**src/rtl/mac_feeder.sv**
```systemverilog
// mac_feeder
//
// Operand sequencer in front of the MAC accumulator. For each job it clears
// the MAC, streams VEC_LEN joint (A,B) operand beats into it, waits for the
// MAC pipeline to drain, and then presents the dot product on a ready/valid
// result port. The MAC owns all arithmetic. This block only counts beats and
// drain cycles.
//
// Optional feature macro: MAC_FEEDER_ABORT_EN
//   When the macro is defined, the block gains an abort input and an aborted
//   output. Abort cancels a running job. When the macro is undefined, those
//   ports do not exist and every job runs to completion.
//
// Parameters
//   DATA_WIDTH      operand width; the result width is 3*DATA_WIDTH
//   VEC_LEN         operand pairs per job (>= 1)
//   PIPELINE_DELAY  MAC En-to-accumulate delay in cycles
//
// Ports
//   clk, rst_n          clock (rising edge) and asynchronous active-low reset
//   start               begin a job; sampled only while idle
//   busy                high whenever a job is in progress
//   a_valid/a_ready/a_data   A operand stream
//   b_valid/b_ready/b_data   B operand stream (consumed jointly with A)
//   mac_en/mac_clr/mac_a/mac_b   registered drive to the MAC
//   mac_cout            accumulator value from the MAC
//   res_valid/res_ready/res_data   result stream, held until accepted
//   done                one-cycle pulse on the result handshake
//   abort/aborted       (MAC_FEEDER_ABORT_EN only) cancel request and its
//                       one-cycle acknowledge pulse

`timescale 1ns/1ps

module mac_feeder #(
  parameter int DATA_WIDTH     = 8,
  parameter int VEC_LEN        = 8,
  parameter int PIPELINE_DELAY = 1
) (
  input  logic                      clk,
  input  logic                      rst_n,
  input  logic                      start,
  output logic                      busy,
  input  logic                      a_valid,
  output logic                      a_ready,
  input  logic [DATA_WIDTH-1:0]     a_data,
  input  logic                      b_valid,
  output logic                      b_ready,
  input  logic [DATA_WIDTH-1:0]     b_data,
  output logic                      mac_en,
  output logic                      mac_clr,
  output logic [DATA_WIDTH-1:0]     mac_a,
  output logic [DATA_WIDTH-1:0]     mac_b,
  input  logic [3*DATA_WIDTH-1:0]   mac_cout,
  output logic                      res_valid,
  input  logic                      res_ready,
  output logic [3*DATA_WIDTH-1:0]   res_data,
  output logic                      done
`ifdef MAC_FEEDER_ABORT_EN
  ,
  input  logic                      abort,
  output logic                      aborted
`endif
);

  localparam int RES_W   = 3 * DATA_WIDTH;
  localparam int BEAT_W  = $clog2(VEC_LEN + 1);
  localparam int DRAIN_W = $clog2(PIPELINE_DELAY + 2);

  // The drain lasts PIPELINE_DELAY+2 cycles. Those cycles cover our own
  // output register, the MAC delay, and the MAC Cout register. mac_cout
  // therefore holds the final sum on the last drain edge.
  localparam logic [BEAT_W-1:0]  BEAT_LAST  = BEAT_W'(VEC_LEN - 1);
  localparam logic [DRAIN_W-1:0] DRAIN_LAST = DRAIN_W'(PIPELINE_DELAY + 1);

  typedef enum logic [2:0] {
    IDLE   = 3'd0,
    CLEAR  = 3'd1,
    FEED   = 3'd2,
    DRAIN  = 3'd3,
    RESULT = 3'd4
  } state_t;

  state_t               state;
  logic [BEAT_W-1:0]    beat_cnt;
  logic [DRAIN_W-1:0]   drain_cnt;
  logic                 kill;
  logic                 beat;

  // A cancel request only counts while a job is running.
`ifdef MAC_FEEDER_ABORT_EN
  assign kill = abort & (state != IDLE);
`else
  assign kill = 1'b0;
`endif

  // A and B always move together. A lone valid never consumes anything,
  // and nothing is consumed in the cycle a job is cancelled.
  assign beat    = a_valid & b_valid & (state == FEED) & ~kill;
  assign a_ready = beat;
  assign b_ready = beat;
  assign busy    = (state != IDLE);

  // Job sequencer with all MAC-facing and result outputs registered.
  always_ff @(posedge clk or negedge rst_n) begin
    if (!rst_n) begin
      state     <= IDLE;
      beat_cnt  <= '0;
      drain_cnt <= '0;
      mac_en    <= 1'b0;
      mac_clr   <= 1'b0;
      mac_a     <= '0;
      mac_b     <= '0;
      res_valid <= 1'b0;
      res_data  <= '0;
      done      <= 1'b0;
`ifdef MAC_FEEDER_ABORT_EN
      aborted   <= 1'b0;
`endif
    end else begin
      mac_clr <= 1'b0;
      done    <= 1'b0;
`ifdef MAC_FEEDER_ABORT_EN
      aborted <= 1'b0;
`endif
      if (kill) begin
        // Clear the MAC on the way out so no partial sum leaks into the next job.
        state     <= IDLE;
        beat_cnt  <= '0;
        drain_cnt <= '0;
        mac_en    <= 1'b0;
        mac_clr   <= 1'b1;
        res_valid <= 1'b0;
`ifdef MAC_FEEDER_ABORT_EN
        aborted   <= 1'b1;
`endif
      end else begin
        case (state)
          IDLE: begin
            mac_en <= 1'b0;
            if (start) begin
              state <= CLEAR;
            end
          end

          CLEAR: begin
            mac_en   <= 1'b0;
            mac_clr  <= 1'b1;
            beat_cnt <= '0;
            state    <= FEED;
          end

          FEED: begin
            if (beat) begin
              mac_a  <= a_data;
              mac_b  <= b_data;
              mac_en <= 1'b1;
              if (beat_cnt == BEAT_LAST) begin
                beat_cnt  <= '0;
                drain_cnt <= '0;
                state     <= DRAIN;
              end else begin
                beat_cnt <= beat_cnt + 1'b1;
              end
            end else begin
              mac_en <= 1'b0;
            end
          end

          DRAIN: begin
            mac_en <= 1'b0;
            if (drain_cnt == DRAIN_LAST) begin
              drain_cnt <= '0;
              res_data  <= mac_cout;
              res_valid <= 1'b1;
              state     <= RESULT;
            end else begin
              drain_cnt <= drain_cnt + 1'b1;
            end
          end

          RESULT: begin
            mac_en <= 1'b0;
            if (res_ready) begin
              res_valid <= 1'b0;
              done      <= 1'b1;
              state     <= IDLE;
            end
          end

          default: begin
            state  <= IDLE;
            mac_en <= 1'b0;
          end
        endcase
      end
    end
  end

  // RES_W is used only to document the result width.
  logic unused_ok;
  assign unused_ok = (RES_W == $bits(res_data));

endmodule

```
**config.mk**
```make
export PLATFORM = sky130hd
export DESIGN_NAME = mac_feeder
export DESIGN_NICKNAME = d
export VERILOG_FILES = /design/src/rtl/mac_feeder.sv
export SDC_FILE = /design/constraint.sdc
export NUM_CORES = 1
export LEC_CHECK = 0
export BUFFER_PORTS_ARGS = -buffer_cell sky130_fd_sc_hd__buf_2
export CAP_MARGIN = 20
export CORE_ASPECT_RATIO = 0.8
export CORE_MARGIN = 2
export CORE_UTILIZATION = 31
export DETAILED_ROUTE_END_ITERATION = 8
export MAX_ROUTING_LAYER = met4
export PLACE_DENSITY_LB_ADDON = 0.3
export SYNTH_ARGS = -nofsm -noshare
export SYNTH_HDL_FRONTEND = slang
export SYNTH_SLANG_ARGS = --single-unit
```
**constraint.sdc**
```tcl
create_clock -name clk -period 4.49 [get_ports clk]
set_clock_uncertainty 0.05 [all_clocks]
set_input_delay 0.2245 -clock clk [delete_from_list [all_inputs] [get_ports clk]]
set_output_delay 0.2245 -clock clk [all_outputs]
set_load 0.005 [all_outputs]
```
* Word-level counts from Yosys, hierarchy flattened
Index checks and enable logic that the tools add are counted. W data, S select, Z words.
Operators by class: reductions and logical operators 11, add/sub/neg operators 2, equality and inequality tests 11, muxes and demuxes 21, bitwise gates (word level) 2
Operators by type and width (number):
- $mux W3 | 5
- $pmux W3 S5 | 1
- $mux W4 | 2
- $ne A2 B2 Y1 const B | 4
- $pmux W4 S2 | 1
- $mux W1 | 7
- $eq A3 B2 Y1 const B | 2
- $mux W2 | 3
- $reduce_and A2 Y1 | 3
- $reduce_and A3 Y1 | 2
- $reduce_bool A2 Y1 | 3
- $reduce_and A5 Y1 | 1
- $add A4 B1 Y4 const B | 1
- $eq A4 B3 Y1 const B | 1
- $pmux W2 S2 | 1
- $eq A3 B1 Y1 const B | 1
- $eq A3 B3 Y1 const B | 1
- $logic_not A3 Y1 | 1
- $reduce_bool A3 Y1 | 1
- $add A2 B1 Y2 const B | 1
- $and A1 B1 Y1 | 2
- $eq A2 B2 Y1 const B | 1
- $ne A2 B1 Y1 const B | 1
- $pmux W1 S2 | 1
Storage, ports and cells: bits of input ports 46, output and inout bits 47, register bits 53, logic and storage cells 57

* Depth between registers and ports, before layout
depth in word-level cells 4, mapped depth 4

* Worst setup path after synthesis
OpenSTA, ideal clock, no wires.
path kind reg-to-reg, from register state[2], to register mac_a[0], setup time 0.127 ns, slack 2.887 ns, data arrival time 1.426 ns, cell stages (with the launch flop) 5, cell sequence dfrtp_1 -> or3b_4 -> nor2_8 -> buf_6 -> mux2_1
Between the ends: cells in the longest elaborated chain, start to end 3
RTL lines:
- start: declaration | line 83 | state_t state;
- start signal: assignment | line 106 | state <= IDLE;
- start signal: assignment | line 127 | state <= IDLE;
- start signal: assignment | line 141 | state <= CLEAR;
- $eq A3 B2 Y1 | line 98 | assign beat = a_valid & b_valid & (state == FEED) & ~kill;
- $and A1 B1 Y1 | line 98
- named net a_ready | line 44 | output logic a_ready,
- $reduce_and A2 Y1 (no source line)
- end signal: assignment | line 154 | mac_a <= a_data;
- end: declaration | line 51 | output logic [DATA_WIDTH-1:0] mac_a,
The timed path passes the listed nets, and every way through them passes these cells. A chain may end at the register's enable or synchronous reset.

* Final worst setup path
from register state[1], to output b_ready
Between the ends: cells in the longest elaborated chain, start to end 2
RTL lines:
- $eq A3 B2 Y1 | line 98
- $and A1 B1 Y1 | line 98
- end: declaration | line 47 | output logic b_ready,
Every way passes these cells.

==> metrics.yaml <==
routing:
  wire_per_inst_microns: 13.2
  dr_total_vias: 1489
  routed_wl_microns: 4370
  ant_nets: 0
  drc: 0
  firstDrtPassIters: 4
  drt_iter0_markers: 52
  viasPerCell: 4.48
timing:
  period_share: 0.465
  period_minus_slack_ns: 2.09
  tightest_slew_ns: 0.828
  setup_viol: 0
  rsz0062_at_grt: "no"
  slew_headroom: 0.447
  final_max_slew_viol_count: 0
  max_freq_mhz: 479
  timing.setup.tns_ns: 0
  hold_ws_ns: -0.0204
  final_hold_viol_count: 37
global_route:
  grt_pass1_wl_microns: 7040
  grt_usage: 0.119
  overflow: 0
  antenna_found_initial: 0
  grt_pass1_vias: 1420
  grt_max_degree: 54
run_status:
  outcome: "finished, violations left"
  violations: "hold timing"
finish:
  nNetsFinal: 291
  antenna-diode-count: 0
  drive_gt1_frac: 0.555
  fillCellCount: 668
  seq_area_sq_um: 1330
  syn_to_final_growth_pct: 28.8
  multiInputGateArea_sq_um: 763
worst_hold_path:
  hold_class: "in -> async"
clock_tree:
  clkLatencyLatePin_ns: 0.30
  htree_levels: 2
  clk_pin_slew_worst_paths_ns: 0.10
  post-cts-setup-buffer-count: 0
  cts_max_path_buffers: 2
  postCtsResizedCells: 0
  numClockSinks: 53
  cts_tree: "done"
  cts-root-buf: "clkbuf_8"
  cts_buffers: 5
  hold_buffers: 0
power:
  total_leakage_power_nw: 1.37
  cellPowerDensity_nw_per_um2: 620
  vdd_ir_drop_max_mv: 0.183
  power_mw: 1.72
synth:
  syn_nets: 198
  postSynthCellCount: 151
  syn_avg_cell_area_sq_um: 14.3
  syn_area_sq_um: 2160
  synth_warnings: 0
  ys_types: 33
  ys_ff_latch: 53
  ys_seq_area_frac: 0.614
die:
  rows: 27
  ios: 93
  die_w_microns: 97.3
  placeableCoreArea_sq_um: 6820
  die_h_microns: 78.6
  die_area_sq_um: 7650
  start_util: 0.316
placed_design:
  gp_congestion: 0.768
  io_buffers: 92
  hpwlAfterDp_microns: 3200
critical_path:
  arrival_ns: 1.81
  path_max_fanout: 19
  worstPathRequired_ns: 4.22
  cp-start-kind: "flop"
  critPathCaptureType: "output port"
  critical_path_class: "reg -> out"
flow_run:
  drv_cap: 0
where the power goes:
group / internal [mW] / switching (mW) / leakage [nW]
Sequential: 0.699 / 0.131 / 0.632
Combinational: 0.365 / 0.259 / 0.689
Clock: 0.112 / 0.157 / 0.0456
Total: 1.18 / 0.547 / 1.37
routing by layer:
metal | vias up | share of wire | track usage
met2 | 63 | 0.45 | 0.172
li1 | 722 | - | -
met5 | - | 0 | -
met4 | 0 | 0.012 | 0.0458
met1 | 700 | 0.46 | 0.162
met3 | 4 | 0.072 | 0.0329
cells in the final DEF, fill, tap and decap left out, types with 2 or more instances in the layout:
cell,instances
nand3_1,3
dfrtp_1,53
mux2_1,9
inv_1,7
o21ai_0,5
clkbuf_8,5
nand2b_1,3
nor3_1,3
and3_1,2
mux2_2,33
a41oi_1,2
nor2_1,3
or3_1,2
nand2_1,3
buf_2,92
path summary, 6_finish.rpt:
check,to,cells after the start,from,slack [ns]
worst max-delay path,b_ready,3,state[1]$_DFFE_PN0P_,2.40
worst min-delay path,mac_b[6]$_DFFE_PN0P_,2,rst_n,-0.02
min in group clk,mac_b[6]$_DFFE_PN0P_,2,b_data[6],0.09
max in group asynchronous,res_data[18]$_DFFE_PN0P_,2,rst_n,3.97
worst max register to register,res_data[15]$_DFFE_PN0P_,3,state[2]$_DFFE_PN0P_,2.44
worst min register to register,mac_a[0]$_DFFE_PN0P_,1,mac_a[0]$_DFFE_PN0P_,0.44
logic make-up after synthesis:
| group | after synthesis | share of synthesized area |
|---|---|---|
| buffers and inverters | 14 | 0.0319 |
| AO/OA/AOI/OAI | 13 | 0.0412 |
| adder cells (fa/ha/maj) | 1 | 0.00580 |
| AND/OR/NAND/NOR | 28 | 0.0875 |
| multiplexers | 42 | 0.219 |
| flip-flops | 53 | 0.614 |
sequential cells by signal, summed over array words and instances (netlist names):
signal / flops
mac_a: 8
mac_clr: 1
done: 1
mac_b: 8
drain_cnt: 2
mac_en: 1
beat_cnt: 4
state: 3
res_data: 24
res_valid: 1
per-stage QoR:
stage / worst slack, ns / instances / util / cell area (sq um)
after floorplan: 2.89 / 151 / - / 2160
after detailed placement: 2.43 / 324 / 0.395 / 2690
after CTS: 2.38 / 332 / 0.407 / 2780
after global placement: 2.45 / 324 / 0.395 / 2690
final: 2.40 / 332 / 0.407 / 2780
after global routing: 2.27 / 332 / 0.407 / 2780
synth_stat cells:
cell / number / area share
dfrtp_1: 53 / 0.61
mux2_2: 33 / 0.17
mux2_1: 9 / 0.047
inv_1: 7 / 0.012
o21ai_0: 5 / 0.012
buf_2: 4 / 0.0093
nand2_1: 3 / 0.0052
nand2b_1: 3 / 0.0087
nand3_1: 3 / 0.0070
nor2_1: 3 / 0.0052
nor3_1: 3 / 0.0070
a41oi_1: 2 / 0.0081
and3_1: 2 / 0.0058
or3_1: 2 / 0.0058
a21oi_1: 1 / 0.0023
a22oi_1: 1 / 0.0035
a2bb2oi_1: 1 / 0.0041
a31oi_1: 1 / 0.0029
and2b_1: 1 / 0.0035
and3b_1: 1 / 0.0041
buf_4: 1 / 0.0035
buf_6: 1 / 0.0052
clkbuf_1: 1 / 0.0017
ha_1: 1 / 0.0058
nand4_2: 1 / 0.0058
nand4b_1: 1 / 0.0041
nor2_8: 1 / 0.0093
nor4_1: 1 / 0.0029
nor4bb_1: 1 / 0.0046
o221ai_1: 1 / 0.0041
o2bb2a_1: 1 / 0.0046
or3b_4: 1 / 0.0052
or4_1: 1 / 0.0035
area by class of cell:
type / instances / share of cell area
Clock inverter: 2 / 0.00495
Sequential cell: 53 / 0.477
Inverter: 7 / 0.00946
Tap cell: 87 / 0.0392
Timing Repair Buffer: 93 / 0.168
Multi-Input combinational cell: 84 / 0.275
Clock buffer: 6 / 0.0261
critical path: stages (launching register included):
cell	delay (ns)
dfrtp_1	0.57
or3b_4	0.48
nor2_8	0.28
buf_2	0.18
(Power assumes the default switching activity.)
